File: src/rtl/lcd_pkg.sv
// Shared definitions for the HD44780-style character-LCD driver.
// Holds the FSM state encoding, the bit positions inside the 32-bit LCD register
// word, the command codes that need the long execution wait, and a decode helper.
package lcd_pkg;

    typedef enum logic [2:0] {
        StPorWait = 3'd0,
        StIdle    = 3'd1,
        StSetup   = 3'd2,
        StPulse   = 3'd3,
        StHold    = 3'd4,
        StExec    = 3'd5
    } lcd_state_e;

    localparam int unsigned LCD_ON_BIT = 31;
    localparam int unsigned LCD_GO_BIT = 10;
    localparam int unsigned LCD_RS_BIT = 8;

    localparam logic [7:0] LCD_CMD_CLEAR = 8'h01;
    localparam logic [7:0] LCD_CMD_HOME  = 8'h02;

    // Clear (0x01) and return-home (0x02/0x03) are the only instructions that
    // need the long execution wait; all other commands and data writes are short.
    function automatic logic is_long_cmd(input logic rs, input logic [7:0] data);
        return !rs && (data[7:2] == 6'd0) && (data != 8'h00);
    endfunction

endpackage

File: src/rtl/lcd_driver.sv
// HD44780-style character-LCD write sequencer.
// Detects a rising edge of the GO bit in the LCD register word and drives
// RS/DATA/EN with setup, enable-pulse, hold and execution-wait timing. After
// reset a power-on wait is enforced before the first transfer is accepted.
//
// Ports:
//   i_clk, i_rst  clock; asynchronous active-high reset
//   i_lcd_reg     register word: [31] ON, [10] GO, [8] RS, [7:0] DATA
//   o_lcd_on      display power/backlight, registered from bit 31
//   o_lcd_rs      register select (latched at trigger)
//   o_lcd_rw      read/write, always 0 (write-only)
//   o_lcd_en      enable strobe
//   o_lcd_data    data bus (latched at trigger)
//   o_busy        power-on wait or transfer in progress
//   o_done        one-cycle pulse in the last execution-wait cycle
//   o_err         sticky: GO rising edge seen while not idle
module lcd_driver
    import lcd_pkg::*;
#(
    parameter int unsigned SETUP_CYC     = 4,
    parameter int unsigned EN_CYC        = 12,
    parameter int unsigned HOLD_CYC      = 4,
    parameter int unsigned EXEC_CYC      = 2000,
    parameter int unsigned LONG_EXEC_CYC = 80000,
    parameter int unsigned POR_CYC       = 750000
) (
    input  logic        i_clk,
    input  logic        i_rst,
    input  logic [31:0] i_lcd_reg,
    output logic        o_lcd_on,
    output logic        o_lcd_rs,
    output logic        o_lcd_rw,
    output logic        o_lcd_en,
    output logic [7:0]  o_lcd_data,
    output logic        o_busy,
    output logic        o_done,
    output logic        o_err
);

    localparam int unsigned MAX_A   = (SETUP_CYC > EN_CYC) ? SETUP_CYC : EN_CYC;
    localparam int unsigned MAX_B   = (HOLD_CYC > EXEC_CYC) ? HOLD_CYC : EXEC_CYC;
    localparam int unsigned MAX_C   = (LONG_EXEC_CYC > POR_CYC) ? LONG_EXEC_CYC : POR_CYC;
    localparam int unsigned MAX_AB  = (MAX_A > MAX_B) ? MAX_A : MAX_B;
    localparam int unsigned MAX_CYC = (MAX_AB > MAX_C) ? MAX_AB : MAX_C;
    localparam int unsigned CNT_W   = ($clog2(MAX_CYC) < 1) ? 1 : $clog2(MAX_CYC);

    // Each state lasts <param> cycles: counter loads <param>-1 on entry, exits at 0.
    localparam logic [CNT_W-1:0] SETUP_LOAD = CNT_W'(SETUP_CYC - 1);
    localparam logic [CNT_W-1:0] EN_LOAD    = CNT_W'(EN_CYC - 1);
    localparam logic [CNT_W-1:0] HOLD_LOAD  = CNT_W'(HOLD_CYC - 1);
    localparam logic [CNT_W-1:0] EXEC_LOAD  = CNT_W'(EXEC_CYC - 1);
    localparam logic [CNT_W-1:0] LONG_LOAD  = CNT_W'(LONG_EXEC_CYC - 1);
    localparam logic [CNT_W-1:0] POR_LOAD   = CNT_W'(POR_CYC - 1);

    lcd_state_e       state_q, state_d;
    logic [CNT_W-1:0] cnt_q, cnt_d;
    logic             go_q;
    logic             on_q;
    logic             rs_q, rs_d;
    logic [7:0]       data_q, data_d;
    logic             err_q, err_d;

    logic trigger;
    logic cnt_zero;
    logic unused_reg_bits;

    assign unused_reg_bits = ^{i_lcd_reg[30:11], i_lcd_reg[9]};

    assign trigger  = i_lcd_reg[LCD_GO_BIT] & ~go_q;
    assign cnt_zero = (cnt_q == '0);

    always_comb begin
        state_d = state_q;
        cnt_d   = cnt_q;
        rs_d    = rs_q;
        data_d  = data_q;
        err_d   = err_q;

        if (trigger && (state_q != StIdle)) begin
            err_d = 1'b1;
        end

        case (state_q)
            StPorWait: begin
                if (cnt_zero) begin
                    state_d = StIdle;
                end else begin
                    cnt_d = cnt_q - 1'b1;
                end
            end
            StIdle: begin
                if (trigger) begin
                    rs_d    = i_lcd_reg[LCD_RS_BIT];
                    data_d  = i_lcd_reg[7:0];
                    state_d = StSetup;
                    cnt_d   = SETUP_LOAD;
                end
            end
            StSetup: begin
                if (cnt_zero) begin
                    state_d = StPulse;
                    cnt_d   = EN_LOAD;
                end else begin
                    cnt_d = cnt_q - 1'b1;
                end
            end
            StPulse: begin
                if (cnt_zero) begin
                    state_d = StHold;
                    cnt_d   = HOLD_LOAD;
                end else begin
                    cnt_d = cnt_q - 1'b1;
                end
            end
            StHold: begin
                if (cnt_zero) begin
                    state_d = StExec;
                    cnt_d   = is_long_cmd(rs_q, data_q) ? LONG_LOAD : EXEC_LOAD;
                end else begin
                    cnt_d = cnt_q - 1'b1;
                end
            end
            StExec: begin
                if (cnt_zero) begin
                    state_d = StIdle;
                end else begin
                    cnt_d = cnt_q - 1'b1;
                end
            end
            default: begin
                state_d = StPorWait;
                cnt_d   = POR_LOAD;
            end
        endcase
    end

    always_ff @(posedge i_clk or posedge i_rst) begin
        if (i_rst) begin
            state_q <= StPorWait;
            cnt_q   <= POR_LOAD;
            go_q    <= 1'b0;
            on_q    <= 1'b0;
            rs_q    <= 1'b0;
            data_q  <= 8'h00;
            err_q   <= 1'b0;
        end else begin
            state_q <= state_d;
            cnt_q   <= cnt_d;
            go_q    <= i_lcd_reg[LCD_GO_BIT];
            on_q    <= i_lcd_reg[LCD_ON_BIT];
            rs_q    <= rs_d;
            data_q  <= data_d;
            err_q   <= err_d;
        end
    end

    // Strobe and status decode straight from state so reset drops EN at once.
    assign o_lcd_en   = (state_q == StPulse);
    assign o_busy     = (state_q != StIdle);
    assign o_done     = (state_q == StExec) && cnt_zero;
    assign o_lcd_on   = on_q;
    assign o_lcd_rs   = rs_q;
    assign o_lcd_rw   = 1'b0;
    assign o_lcd_data = data_q;
    assign o_err      = err_q;

endmodule

File: config.mk
export PLATFORM = sky130hd
export DESIGN_NAME = lcd_driver
export DESIGN_NICKNAME = d
export VERILOG_FILES = /design/src/rtl/lcd_pkg.sv /design/src/rtl/lcd_driver.sv
export SDC_FILE = /design/constraint.sdc
export NUM_CORES = 1
export LEC_CHECK = 0
export ABC_AREA = 1
export BUFFER_PORTS_ARGS = -buffer_cell sky130_fd_sc_hd__buf_2
export CORE_MARGIN = 1.5
export CORE_UTILIZATION = 46
export DETAILED_ROUTE_END_ITERATION = 12
export PLACE_DENSITY = 0.79
export SYNTH_ARGS = -nofsm -noshare
export SYNTH_HDL_FRONTEND = slang
export SYNTH_SLANG_ARGS = --single-unit
export TNS_END_PERCENT = 50
File: constraint.sdc
create_clock -name i_clk -period 1.9 [get_ports i_clk]
set_input_delay 0.095 -clock i_clk [delete_from_list [all_inputs] [get_ports i_clk]]
set_output_delay 0.095 -clock i_clk [all_outputs]
set_load 0.01 [all_outputs]
After elaboration in Yosys (flattened, before gate mapping)
Index checks and enable logic that the tools add are counted.

Bits of input ports: 34. Flip-flop bits (word level): 35.

Bitwise operators: 2. Mux-type cells: 13. Add/subtract/negate cells: 1. Equal/unequal tests: 12. Reduce and logical (&&, ||, !) cells: 13.

Operator list (count): 2-to-1 mux 20 bit (5); case mux 20 bit (5 select lines) (1); logical NOT 20 bit (1); subtractor 20 x 1 -> 20 bit (second input constant) (1); 2-to-1 mux 17 bit (1); 2-to-1 mux 3 bit (5); case mux 3 bit (5 select lines) (1); inequality test 2 bit (second input constant) (4); nonzero test 8 bit (1); == test 3 x 2 -> 1 bit (second input constant) (2); == test 3 bit (second input constant) (2); logical NOT 6 bit (1); AND reduction 5 bit (1); logical AND 1 bit (4); inequality test 2 x 1 -> 1 bit (second input constant) (2); AND reduction 2 bit (2); == test 3 x 1 -> 1 bit (second input constant) (1); logical NOT 3 bit (1); inequality test 3 x 1 -> 1 bit (second input constant) (1); OR reduction 2 bit (1); AND 1 bit (1); logical NOT 1 bit (1); inverter 1 bit (1).

Longest topological paths before layout
Gate-level depths: netlist of run 1.

Word-level depth: 6. Depth in mapped cells: 11. Depth with buffers taken out: 11.

Worst setup path after synthesis of run 1
Ideal clock, no wire load.

Kind: register -> register. Start point: reg cnt_q[0]. End point: reg cnt_q[11]. Cell stages (with the launch flop): 10. Buffers on the path: 0. Period minus slack after synthesis: 1.575 ns. Slack: 0.325 ns. Data required time: 1.835 ns. Arrival: 1.510 ns. Cells stage by stage: dfstp_2 -> inv_1 -> ha_1 -> nand3_1 -> inv_1 -> nand3_4 -> nor2_1 -> o21ai_1 -> nand3_1 -> nand2_1.

Word-level cells in the longest chain between the ends: 3. Elaborated cells between the ends (all ways): 9. Those cells by class: 1 x add/sub; 1 x eq/ne; 5 x mux; 2 x reduce/logical.

Ends and longest elaborated chain: from (decl) (line lcd_driver.sv:56) `logic [CNT_W-1:0] cnt_q, cnt_d;`; from (signal assigned) (line lcd_driver.sv:148) `cnt_q <= cnt_d;`; subtractor 20 x 1 -> 20 bit / logical NOT 20 bit (equally long branches); 2-to-1 mux 20 bit, or another cell as far along (line lcd_driver.sv:85, lcd_driver.sv:124); case mux 20 bit (5 select lines) / AND reduction 2 bit (equally long branches).

Parallel ways exist; a longest one is shown, timed or not. The select of a mux whose other input is x is not followed. A chain may end at the register's enable or synchronous reset.

Worst setup path in the final report of run 1
Start point: reg cnt_q[0]. End point: reg cnt_q[5].

Same word-level chain as after synthesis.

==> flow_results.xml, run 1 <==
<?xml version="1.0" encoding="UTF-8"?>
<metrics>
  <group name="status">
    <metric name="run_status" unit="">finished clean</metric>
  </group>
  <group name="cts">
    <metric name="clock_insertion_delay_worst_skew" unit="ns">0.30</metric>
    <metric name="tritoncts.num_buffers" unit="">5</metric>
    <metric name="cts_tree" unit="">built</metric>
    <metric name="root_buffer" unit="">clkbuf_8</metric>
    <metric name="clock_buffer_depth" unit="">2</metric>
    <metric name="clock-sinks" unit="">35</metric>
    <metric name="h-tree-depth" unit="">2</metric>
    <metric name="clkSlewWorstSetupHoldPaths" unit="ns">0.08</metric>
  </group>
  <group name="timing">
    <metric name="hold_viol_final" unit="">0</metric>
    <metric name="skew" unit="ns">0.01203</metric>
    <metric name="achievable-frequency" unit="GHz">0.5634</metric>
    <metric name="period_minus_slack" unit="ns">1.775</metric>
    <metric name="unrepaired_setup_endpoints_after_global_routing" unit="">true</metric>
    <metric name="finalSetupViolations" unit="">0</metric>
    <metric name="final_min_period_over_clock_period" unit="%">93.41</metric>
    <metric name="slew_viol_final" unit="">0</metric>
  </group>
  <group name="power_and_ir_drop">
    <metric name="design_power_total" unit="uW">4301</metric>
    <metric name="vdd_ir_drop_max" unit="V">0.0006058</metric>
    <metric name="powerDensity" unit="mW/mm2">1710</metric>
    <metric name="total_leakage_power" unit="uW">0.001303</metric>
  </group>
  <group name="routing">
    <metric name="via_density" unit="">5.274</metric>
    <metric name="drt-wirelength-per-cell" unit="um">12.86</metric>
    <metric name="wl" unit="um">4885</metric>
    <metric name="num_vias" unit="">2004</metric>
    <metric name="route.detailed.drc" unit="">0</metric>
    <metric name="drtAntennaViolNets" unit="">0</metric>
    <metric name="first_pass_iters" unit="">4</metric>
    <metric name="drt_iter0_drc" unit="">171</metric>
  </group>
  <group name="die">
    <metric name="die_height" unit="um">72.01</metric>
    <metric name="die_width" unit="um">72.01</metric>
    <metric name="cell_row_count" unit="">24</metric>
    <metric name="design.portCount" unit="">49</metric>
    <metric name="initial_utilization" unit="%">48.97</metric>
    <metric name="die_area" unit="mm2">0.005185</metric>
    <metric name="core_area" unit="mm2">0.004474</metric>
  </group>
  <group name="setup_path">
    <metric name="timing.critical_path.fanout_max" unit="">8</metric>
    <metric name="ff2ff_path_depth" unit="">10</metric>
    <metric name="timing.reg2reg.setup_slack" unit="ns">0.13</metric>
    <metric name="cp-end-kind" unit="">register</metric>
    <metric name="timing.rr.start" unit="">cnt_q[0]</metric>
    <metric name="timing.rr.end" unit="">cnt_q[5]</metric>
    <metric name="critical_path_class" unit="">reg -&gt; reg</metric>
    <metric name="arrival" unit="ns">2.00</metric>
    <metric name="worstSetupStartpointType" unit="">register</metric>
    <metric name="timing.critical_path.required" unit="ns">2.12</metric>
  </group>
  <group name="synth">
    <metric name="synth.most_common_cell" unit="">nand2_1</metric>
    <metric name="yosysTopAreaCell" unit="">dfrtp_1</metric>
    <metric name="post-synth-top-area-fraction" unit="%">25.13</metric>
    <metric name="synthCells" unit="">291</metric>
    <metric name="synth_top_family_by_area" unit="">simple AND/OR/NAND/NOR gates</metric>
    <metric name="synth-edff-count" unit="">0</metric>
    <metric name="synthMuxAreaShare" unit="%">4.626</metric>
    <metric name="ys_dominant_reg_cell" unit="">dfrtp_1</metric>
    <metric name="post_synth_and_or_nand_nor_area_fraction" unit="%">34.32</metric>
    <metric name="yosys_register_bits" unit="">35</metric>
    <metric name="synth_sequential_area_ratio" unit="%">40.72</metric>
    <metric name="synth.yosys.warnings" unit="">0</metric>
    <metric name="synth_async_sr_flop_share" unit="%">100.0</metric>
    <metric name="synthTopCellsByArea" unit="">dfrtp_1 25%, dfstp_2 16%, nand2_1 13%</metric>
    <metric name="synth_adder_area_share" unit="%">1.142</metric>
    <metric name="synthesis.area_per_instance" unit="um2">7.529</metric>
    <metric name="share_of_the_synthesized_netlist_area_taken_by_xor_and_xnor_gates" unit="%">3.198</metric>
    <metric name="synth.lib_cells_used.distinct" unit="">31</metric>
    <metric name="synth_fp_nets" unit="">327</metric>
    <metric name="synth.cells.most_frequent" unit="">76 x nand2_1, 37 x nor2_1, 34 x inv_1</metric>
    <metric name="synthesis.area" unit="mm2">0.002191</metric>
    <metric name="synth-compound-area-share" unit="%">8.167</metric>
  </group>
  <group name="placement">
    <metric name="place.detailed.hpwl" unit="um">3620</metric>
    <metric name="io_buffers" unit="">26</metric>
    <metric name="gp_congestion" unit="">0.8947</metric>
  </group>
  <group name="final_layout">
    <metric name="layout.nets" unit="">363</metric>
    <metric name="filler_cell_count" unit="">416</metric>
    <metric name="final_core_density" unit="%">56.21</metric>
    <metric name="area_growth" unit="%">14.79</metric>
    <metric name="n_antenna_cell" unit="">0</metric>
    <metric name="layout_cells_sized_above_1" unit="%">23.78</metric>
  </group>
  <group name="grt">
    <metric name="grt_max_degree" unit="">35</metric>
    <metric name="grt_antenna_before_repair" unit="">0</metric>
    <metric name="use_met2" unit="%">35.49</metric>
    <metric name="grt_met3_usage" unit="%">4.722</metric>
    <metric name="global_route.peak_usage_layer" unit="">met2</metric>
    <metric name="grt_pass1_wl" unit="um">8756</metric>
    <metric name="via_count_of_the_first_global_routing_pass" unit="">1989</metric>
    <metric name="groute.usage.overall" unit="%">21.53</metric>
    <metric name="met1_usage" unit="%">26.86</metric>
    <metric name="grt_overflow" unit="">0</metric>
  </group>
  <group name="worst_hold_path">
    <metric name="hold_depth" unit="">2</metric>
    <metric name="hold_path_end" unit="">o_lcd_data[2]</metric>
    <metric name="hold_class" unit="">in -&gt; reg</metric>
    <metric name="worstHoldStart" unit="">i_lcd_reg[2]</metric>
  </group>
  <group name="run">
    <metric name="drv_cap" unit="">0</metric>
  </group>
</metrics>
-- kinds of logic (layout without fill, tap and decap cells) --
family / after synthesis / in the layout
AO/OA/AOI/OAI: 34 / 34
AND/OR/NAND/NOR: 163 / 163
XOR/XNOR: 8 / 8
other: 1 / 1
multiplexers: 9 / 9
flip-flops: 35 / 35
adder cells (fa/ha/maj): 2 / 2
buffers and inverters: 39 / 76
-- worst max-delay path, stage by stage, from the launching register on --
cell and delay [ns]:
dfstp_2 0.53, inv_1 0.09, ha_1 0.24, nand3_1 0.09
inv_1 0.09, nand3_4 0.14, nor2_1 0.07, o21ai_1 0.14
buf_4 0.16, nand3_1 0.07, nand2_1 0.08
-- worst max path at each step --
| stage | startpoint | to | slack [ns] | depth (start not counted) |
|---|---|---|---|---|
| 2_1_floorplan | cnt_q[0] | cnt_q[11] | 0.32 | 9 |
| 6_report | cnt_q[0] | cnt_q[5] | 0.13 | 10 |
| 4_1_cts | cnt_q[0] | cnt_q[14] | 0.07 | 9 |
| 5_1_grt | cnt_q[0] | cnt_q[18] | -0.03 | 11 |
| 3_5_place_dp | cnt_q[0] | cnt_q[14] | 0.12 | 9 |
| 3_3_place_gp | cnt_q[0] | cnt_q[14] | 0.14 | 9 |
-- sequential cells by signal (all words and copies together), names as in the netlist --
| name | flops |
|---|---|
| state_q | 3 |
| o_err | 1 |
| o_lcd_on | 1 |
| cnt_q | 20 |
| o_lcd_rs | 1 |
| o_lcd_data | 8 |
| go_q | 1 |
-- layout by cell type, fill, tap and decap left out, drive strengths merged --
cell	n
dlygate4sd3	3
clkinv	1
nand2	79
o211ai	1
nand3	30
o21ai	21
xor2	7
clkbuf	7
nand4	2
buf	29
nand3b	1
xnor2	1
a21o	1
conb	1
dfrtp	22
dfstp	13
nor2	46
ha	2
a21oi	11
nor3	5
mux2	9
inv	36
-- routing by layer --
layer,wire length (um),part of all wire [%],up-vias
met3,149,3.1,8
met4,117,2.4,0
met5,0,0,-
met2,2405,49,33
li1,-,-,998
met1,2213,45,965
-- power by group --
group	leakage, uW	switching, uW	internal [uW]
logic	0.000844	1490	833
clock network	0.0000482	271	292
registers	0.000411	271	1150
-- per-stage QoR --
stage | cells | hold slack, ns | setup TNS (ns) | worst slack [ns] | area (um2)
global route | 380 | 0.02236 | -0.04908 | -0.03398 | 2515
floorplan | 291 | 0.1264 | 0 | 0.3246 | 2191
finish | 380 | 0.02452 | 0 | 0.1252 | 2515
global placement | 369 | -0.06431 | 0 | 0.1380 | 2379
detailed placement | 369 | -0.05220 | 0 | 0.1156 | 2379
CTS | 380 | 0.01972 | 0 | 0.07374 | 2500
-- layout make-up --
cell class,count,area (um2),area share (%)
Tap cell,52,65.06,2.587
Clock buffer,7,86.33,3.433
Clock inverter,1,5.005,0.1990
Timing Repair Buffer,32,182.7,7.264
Inverter,36,142.6,5.672
Sequential cell,35,892.1,35.47
Multi-Input combinational cell,217,1141,45.37
-- what timing repair did --
action	CTS	global route
hold buffers	3	0
endpoints found under the hold margin	24	0
gates resized for setup	0	5
buffers inserted	0	0
setup endpoints to repair	0	9
Note: power is estimated with default switching activity, not from simulation.
==> run 2, diff against run 1 <==
CORE_ASPECT_RATIO = 0.9   (was unset)
clock period = 2.2 ns   (was 1.9 ns; I/O delays follow)
==> run 2 against run 1 <==
Compared with the run above:
- global-route usage is 0.20 points lower
- power fell by 16%
- die area about the same
- sequential power decreased by 13%
- largest cell class unchanged
- wire length down 1.2%
- critical path depth shrank 1
- register-to-register slack improved by 0.14 ns
- combinational power decreased by 17%
- worst hold slack better by 0.018 ns
- final area decreased by 0.95%
- cell count is 2.1% higher
- clock skew fell by 0.0043 ns
- highest routed layer unchanged
==> flow_results.xml, run 2 (synthesis results as in run 1) <==
<?xml version="1.0" encoding="UTF-8"?>
<metrics>
  <group name="status">
    <metric name="run_status" unit="">finished clean</metric>
  </group>
  <group name="timing">
    <metric name="final_min_period_over_clock_period" unit="%">88.14</metric>
    <metric name="hold_viol_final" unit="">0</metric>
    <metric name="unrepaired_setup_endpoints_after_global_routing" unit="">false</metric>
    <metric name="achievable-frequency" unit="GHz">0.5157</metric>
    <metric name="skew" unit="ns">0.007685</metric>
    <metric name="period_minus_slack" unit="ns">1.939</metric>
    <metric name="tns" unit="ns">0</metric>
    <metric name="setup_ws" unit="ns">0.2609</metric>
    <metric name="slew_viol_final" unit="">0</metric>
    <metric name="finalSetupViolations" unit="">0</metric>
  </group>
  <group name="final_layout">
    <metric name="layout_common_cells" unit="">76 x nand2_1, 37 x nor2_1, 34 x inv_1</metric>
    <metric name="layout.nets" unit="">361</metric>
    <metric name="filler_cell_count" unit="">445</metric>
    <metric name="n_antenna_cell" unit="">0</metric>
    <metric name="most_common_cell_after_layout_fill_and_taps_aside" unit="">nand2_1</metric>
    <metric name="area_growth" unit="%">13.71</metric>
    <metric name="flip_flop_count_of_the_largest_register_after_layout" unit="">20</metric>
    <metric name="final_area" unit="mm2">0.002491</metric>
    <metric name="register_with_the_most_flip_flops" unit="">cnt_q</metric>
    <metric name="final_core_density" unit="%">55.14</metric>
    <metric name="layout_cells_sized_above_1" unit="%">23.01</metric>
  </group>
  <group name="routing">
    <metric name="drtAntennaViolNets" unit="">0</metric>
    <metric name="num_vias" unit="">1973</metric>
    <metric name="wl" unit="um">4828</metric>
    <metric name="first_pass_iters" unit="">6</metric>
    <metric name="drt_iter0_drc" unit="">203</metric>
    <metric name="drt-wirelength-per-cell" unit="um">12.44</metric>
    <metric name="route.detailed.drc" unit="">0</metric>
    <metric name="via_density" unit="">5.085</metric>
  </group>
  <group name="cts">
    <metric name="h-tree-depth" unit="">2</metric>
    <metric name="clock-sinks" unit="">35</metric>
    <metric name="root_buffer" unit="">clkbuf_8</metric>
    <metric name="cts_hold_repair.buffers" unit="">3</metric>
    <metric name="cts-resized-gates" unit="">0</metric>
    <metric name="clock_buffer_depth" unit="">2</metric>
    <metric name="tritoncts.num_buffers" unit="">5</metric>
    <metric name="clkSlewWorstSetupHoldPaths" unit="ns">0.07</metric>
    <metric name="cts_tree" unit="">built</metric>
    <metric name="post_cts.repair.setup_buffers" unit="">0</metric>
    <metric name="clock_insertion_delay_worst_skew" unit="ns">0.30</metric>
  </group>
  <group name="placement">
    <metric name="post-place-ws" unit="ns">0.3292</metric>
    <metric name="gp_congestion" unit="">0.8797</metric>
    <metric name="io_buffers" unit="">26</metric>
    <metric name="place_area" unit="mm2">0.002376</metric>
    <metric name="place.detailed.hpwl" unit="um">3715</metric>
  </group>
  <group name="power_and_ir_drop">
    <metric name="powerDensity" unit="mW/mm2">1455</metric>
    <metric name="switching_part_of_the_total_power" unit="%">47.78</metric>
    <metric name="cellInternalPower" unit="uW">1892</metric>
    <metric name="pwr-share-clk" unit="%">12.6</metric>
    <metric name="pwr-share-comb" unit="%">53.3</metric>
    <metric name="vdd_ir_drop_max" unit="V">0.0005595</metric>
    <metric name="power_frac_seq" unit="%">34.1</metric>
    <metric name="design_power_total" unit="uW">3624</metric>
    <metric name="total_leakage_power" unit="uW">0.001281</metric>
    <metric name="total_switching_power" unit="uW">1731</metric>
  </group>
  <group name="die">
    <metric name="die_width" unit="um">75.75</metric>
    <metric name="initial_utilization" unit="%">48.49</metric>
    <metric name="die_area" unit="mm2">0.005186</metric>
    <metric name="design.portCount" unit="">49</metric>
    <metric name="die_height" unit="um">68.47</metric>
    <metric name="core_area" unit="mm2">0.004518</metric>
    <metric name="cell_row_count" unit="">23</metric>
  </group>
  <group name="grt">
    <metric name="groute.usage.overall" unit="%">21.32</metric>
    <metric name="via_count_of_the_first_global_routing_pass" unit="">1825</metric>
    <metric name="grt_max_degree" unit="">36</metric>
    <metric name="grt_antenna_before_repair" unit="">0</metric>
    <metric name="grt_pass1_wl" unit="um">8204</metric>
    <metric name="grt_overflow" unit="">0</metric>
  </group>
  <group name="setup_path">
    <metric name="timing.critical_path.required" unit="ns">2.43</metric>
    <metric name="critical_path_class" unit="">reg -&gt; reg</metric>
    <metric name="worstSetupStartpointType" unit="">register</metric>
    <metric name="cp-end-kind" unit="">register</metric>
    <metric name="timing.critical_path.fanout_max" unit="">8</metric>
    <metric name="arrival" unit="ns">2.17</metric>
  </group>
  <group name="run">
    <metric name="drv_cap" unit="">0</metric>
  </group>
  <group name="worst_hold_path">
    <metric name="hold_class" unit="">in -&gt; reg</metric>
  </group>
</metrics>
-- run 2: cell count changes in the layout (fill, tap and decap cells not counted), sizes merged --
| cell | previous run | this run |
|---|---|---|
| buf | 29 | 27 |
| clkbuf | 7 | 6 |
| clkinvlp | 0 | 1 |
-- run 2: area by class of cell --
type	instances	area [um2]	area share [%]
multi-input cells	217	1131	45.40
flip-flops and latches	35	892.1	35.81
repair buffers	30	167.7	6.730
inverters	36	137.6	5.525
well taps	62	77.57	3.114
clock buffers	6	72.57	2.913
clock inverters	2	12.51	0.5023
-- run 2: metal layers --
layer | part of all wire, % | vias up | global-route usage, %
li1 | - | 992 | -
met2 | 46 | 71 | 31.74
met5 | 0 | - | 0
met3 | 5.6 | 9 | 3.535
met4 | 1.9 | 0 | 9.821
met1 | 46 | 901 | 30.14
-- run 2: metrics by stage --
| stage | hold slack (ns) | cells |
|---|---|---|
| 2_1_floorplan | 0.1414 | 291 |
| 3_3_place_gp | 0.2196 | 377 |
| 3_5_place_dp | 0.2193 | 377 |
| 4_1_cts | 0.04082 | 388 |
| 5_1_grt | 0.04169 | 388 |
| 6_report | 0.04256 | 388 |
-- run 2: path summary, 6_finish.rpt --
check,startpoint,to,slack [ns],depth (start not counted)
setup / recovery,cnt_q[0],cnt_q[5],0.26,9
setup reg to reg,cnt_q[0],cnt_q[5],0.26,9
hold reg to reg,o_err,o_err,0.48,1
min in group asynchronous,i_rst,o_lcd_on,0.46,4
max in group asynchronous,i_rst,cnt_q[17],1.40,4
hold / removal,i_lcd_reg[5],o_lcd_data[5],0.04,2
-- run 2: worst max-delay path: stages (launching register included) --
cell and delay [ns]:
dfstp_2 0.54, inv_1 0.09, ha_1 0.24, nand3_1 0.09, inv_1 0.09, nand3_4 0.14, nor2_1 0.07, o21ai_1 0.38
nand3_1 0.13, nand2_1 0.10
-- run 2: power by group through the flow --
stage	Sequential, uW	Clock, uW	Combinational (uW)
detailed placement	1240	0	1920
global placement	1230	0	1850
global route	1280	496	2200
finish	1240	455	1930
CTS	1230	464	1930
floorplan	1230	0	1470
==> run 3, diff against run 2 <==
ABC_AREA = unset   (was 1)
CTS_CLUSTER_SIZE = 24   (was unset)
PLACE_DENSITY = 0.78   (was 0.79)
==> run 3 against run 2 <==
Compared with the run above:
- the run now ends with setup timing left
- cell count grew 14%
- combinational power fell by 73%
- sequential share of layout area is 9.7 points lower
- final area rose by 37%
- wire length increased by 69%
- critical path type unchanged
- largest cell class unchanged
- largest power group is now registers
==> flow_results.xml, run 3 <==
<?xml version="1.0" encoding="UTF-8"?>
<metrics>
  <group name="final_layout">
    <metric name="layout.nets" unit="">412</metric>
    <metric name="most_common_cell_after_layout_fill_and_taps_aside" unit="">buf_4</metric>
    <metric name="n_antenna_cell" unit="">0</metric>
    <metric name="layout_cells_sized_above_1" unit="%">44.03</metric>
    <metric name="final_core_density" unit="%">70.14</metric>
    <metric name="flip_flop_count_of_the_largest_register_after_layout" unit="">20</metric>
    <metric name="register_with_the_most_flip_flops" unit="">cnt_q</metric>
    <metric name="layout_common_cells" unit="">67 x buf_4, 30 x nor2_1, 26 x buf_2</metric>
    <metric name="area_growth" unit="%">47.01</metric>
  </group>
  <group name="cts">
    <metric name="clkSlewWorstSetupHoldPaths" unit="ns">0.08</metric>
    <metric name="clock-sinks" unit="">35</metric>
    <metric name="root_buffer" unit="">clkbuf_8</metric>
    <metric name="clock_insertion_delay_worst_skew" unit="ns">0.29</metric>
    <metric name="cts_tree" unit="">built</metric>
    <metric name="tritoncts.num_buffers" unit="">5</metric>
    <metric name="h-tree-depth" unit="">2</metric>
    <metric name="clock_buffer_depth" unit="">2</metric>
  </group>
  <group name="run">
    <metric name="drv_cap" unit="">0</metric>
  </group>
  <group name="synth">
    <metric name="synth_sequential_area_ratio" unit="%">38.44</metric>
    <metric name="ys_dominant_reg_cell" unit="">dfrtp_1</metric>
    <metric name="synth.cells.most_frequent" unit="">32 x nor2_1, 25 x nand2_1, 22 x dfrtp_1</metric>
    <metric name="synthesis.area" unit="mm2">0.002321</metric>
    <metric name="synthCells" unit="">284</metric>
    <metric name="synth_async_sr_flop_share" unit="%">100.0</metric>
    <metric name="synth_fp_nets" unit="">320</metric>
    <metric name="synthTopCellsByArea" unit="">dfrtp_1 24%, dfstp_2 15%, nor2_1 5.2%</metric>
    <metric name="synth.lib_cells_used.distinct" unit="">57</metric>
    <metric name="synth.yosys.warnings" unit="">0</metric>
    <metric name="synth.most_common_cell" unit="">nor2_1</metric>
    <metric name="yosys_register_bits" unit="">35</metric>
    <metric name="post-synth-top-area-fraction" unit="%">23.72</metric>
    <metric name="synthesis.area_per_instance" unit="um2">8.172</metric>
    <metric name="synth-edff-count" unit="">0</metric>
    <metric name="yosysTopAreaCell" unit="">dfrtp_1</metric>
  </group>
  <group name="setup_path">
    <metric name="worstSetupStartpointType" unit="">register</metric>
    <metric name="timing.critical_path.required" unit="ns">2.40</metric>
    <metric name="cp-end-kind" unit="">register</metric>
    <metric name="timing.rr.start" unit="">cnt_q[13]</metric>
    <metric name="critical_path_class" unit="">reg -&gt; reg</metric>
    <metric name="ff2ff_path_depth" unit="">6</metric>
    <metric name="arrival" unit="ns">2.66</metric>
    <metric name="timing.rr.end" unit="">cnt_q[9]</metric>
    <metric name="timing.critical_path.fanout_max" unit="">5</metric>
    <metric name="timing.reg2reg.setup_slack" unit="ns">-0.26</metric>
  </group>
  <group name="routing">
    <metric name="via_density" unit="">6.278</metric>
    <metric name="drt-wirelength-per-cell" unit="um">18.45</metric>
    <metric name="drt_iter0_drc" unit="">463</metric>
    <metric name="num_vias" unit="">2775</metric>
    <metric name="drtAntennaViolNets" unit="">0</metric>
    <metric name="wl" unit="um">8156</metric>
    <metric name="first_pass_iters" unit="">5</metric>
    <metric name="route.detailed.drc" unit="">0</metric>
  </group>
  <group name="grt">
    <metric name="grt_pass1_wl" unit="um">12770</metric>
    <metric name="met1_usage" unit="%">41.76</metric>
    <metric name="via_count_of_the_first_global_routing_pass" unit="">2631</metric>
    <metric name="groute.usage.overall" unit="%">29.84</metric>
    <metric name="grt_antenna_before_repair" unit="">0</metric>
    <metric name="global_route.peak_usage_layer" unit="">met2</metric>
    <metric name="grt_overflow" unit="">0</metric>
    <metric name="use_met2" unit="%">45.89</metric>
    <metric name="grt_met3_usage" unit="%">6.013</metric>
    <metric name="grt_max_degree" unit="">36</metric>
  </group>
  <group name="timing">
    <metric name="worst_hold_slack" unit="ns">0.05053</metric>
    <metric name="skew" unit="ns">0.01060</metric>
    <metric name="achievable-frequency" unit="GHz">0.4059</metric>
    <metric name="period_minus_slack" unit="ns">2.464</metric>
    <metric name="worst_pin_slew" unit="ns">0.5866</metric>
    <metric name="slew_viol_final" unit="">0</metric>
    <metric name="hold_viol_final" unit="">0</metric>
    <metric name="finalSetupViolations" unit="">26</metric>
    <metric name="setup_ws" unit="ns">-0.2638</metric>
    <metric name="final_min_period_over_clock_period" unit="%">112.0</metric>
    <metric name="timing.slew.headroom" unit="%">60.54</metric>
    <metric name="unrepaired_setup_endpoints_after_global_routing" unit="">true</metric>
  </group>
  <group name="placement">
    <metric name="post-place-ws" unit="ns">-0.3187</metric>
    <metric name="place.detailed.hpwl" unit="um">5608</metric>
    <metric name="io_buffers" unit="">26</metric>
    <metric name="gp_congestion" unit="">1.034</metric>
  </group>
  <group name="status">
    <metric name="run_status" unit="">complete, but fails checks</metric>
    <metric name="violations_in_the_final_reports" unit="">setup timing</metric>
  </group>
  <group name="worst_hold_path">
    <metric name="hold_depth" unit="">2</metric>
    <metric name="worstHoldStart" unit="">i_lcd_reg[8]</metric>
    <metric name="hold_class" unit="">in -&gt; reg</metric>
    <metric name="hold_path_end" unit="">o_lcd_rs</metric>
  </group>
  <group name="die">
    <metric name="die_height" unit="um">70.39</metric>
    <metric name="cell_row_count" unit="">24</metric>
    <metric name="die_area" unit="mm2">0.005481</metric>
    <metric name="core_area" unit="mm2">0.004865</metric>
    <metric name="die_width" unit="um">77.88</metric>
    <metric name="design.portCount" unit="">49</metric>
    <metric name="initial_utilization" unit="%">47.71</metric>
  </group>
  <group name="power_and_ir_drop">
    <metric name="vdd_ir_drop_max" unit="V">0.0004546</metric>
    <metric name="powerDensity" unit="mW/mm2">546.4</metric>
    <metric name="total_leakage_power" unit="uW">0.001533</metric>
  </group>
</metrics>
-- run 3: cell count changes in the layout (fill, tap and decap cells not counted), sizes merged, moves of 6 or more --
cell / previous run / this run
a21oi: 11 / 17
buf: 27 / 100
inv: 36 / 10
nand2: 79 / 25
nand3: 30 / 15
nor2: 46 / 32
nor3: 5 / 14
nor4: 0 / 12
or4: 0 / 6
xor2: 7 / 0
-- run 3: worst max-delay path by stage --
| stage | depth (start not counted) | slack (ns) | end | start |
|---|---|---|---|---|
| after floorplan | 8 | -0.46 | cnt_q[9] | cnt_q[11] |
| after global placement | 6 | -0.27 | cnt_q[9] | cnt_q[13] |
| after detailed placement | 6 | -0.32 | cnt_q[9] | cnt_q[13] |
| after CTS | 6 | -0.22 | cnt_q[9] | cnt_q[17] |
| after global routing | 6 | -0.30 | cnt_q[9] | cnt_q[13] |
| final | 6 | -0.26 | cnt_q[9] | cnt_q[13] |
-- run 3: metal layers --
layer	share of wire [%]	routed length, um	vias to the layer above
met5	0	0	-
met4	2.4	194	0
met3	11	910	32
met2	46	3771	201
met1	40	3280	1304
li1	-	-	1238
-- run 3: timing repair --
item                       4_1_cts  5_1_grt
hold endpoints to repair        24        0
setup endpoints to repair       24       33
hold buffers                     3        0
pin swaps                        9       15
setup buffers                    3        8
cloned                           0        0
resized for setup               22       37
-- run 3: cell type report --
| class | instances | area, um2 |
|---|---|---|
| tap | 65 | 81.33 |
| inverter | 12 | 45.04 |
| sequential | 35 | 892.1 |
| multi-input combinational | 219 | 1551 |
| timing repair buffer | 103 | 742.0 |
| clock buffer | 8 | 100.1 |
| fill | 374 | 1453 |
-- run 3: cells by family (layout without fill, tap and decap cells) --
kind of cell | Yosys count | after routing | synth area share (%)
simple gates | 130 | 130 | 28.52
compound gates | 76 | 76 | 21.83
flops | 35 | 35 | 38.44
buf+inv | 30 | 123 | 5.229
mux | 9 | 9 | 4.367
fa+ha+maj | 2 | 2 | 1.078
other cells | 1 | 1 | 0.1616
xor+xnor | 1 | 1 | 0.3774
-- run 3: critical path: stages, from the launching register on --
cell and delay, ns:
dfstp_2 0.38, or4_4 0.53, or4_4 0.56, o41a_1 0.34, o32a_1 0.17, or3_1 0.31
o311ai_1 0.09
-- run 3: where the power goes --
group / switching [uW] / internal (uW)
Combinational: 270 / 247
Clock: 241 / 286
Sequential: 58.2 / 762
Total: 569 / 1300
-- run 3: per-stage QoR --
step | total power [uW] | cell area, um2 | setup TNS (ns) | cells
floorplan | 1089 | 2340 | -5.083 | 284
global placement | 1294 | 2940 | -2.881 | 421
detailed placement | 1308 | 2940 | -3.600 | 421
CTS | 1846 | 3199 | -2.407 | 435
global route | 1967 | 3412 | -5.039 | 442
finish | 1864 | 3412 | -2.493 | 442
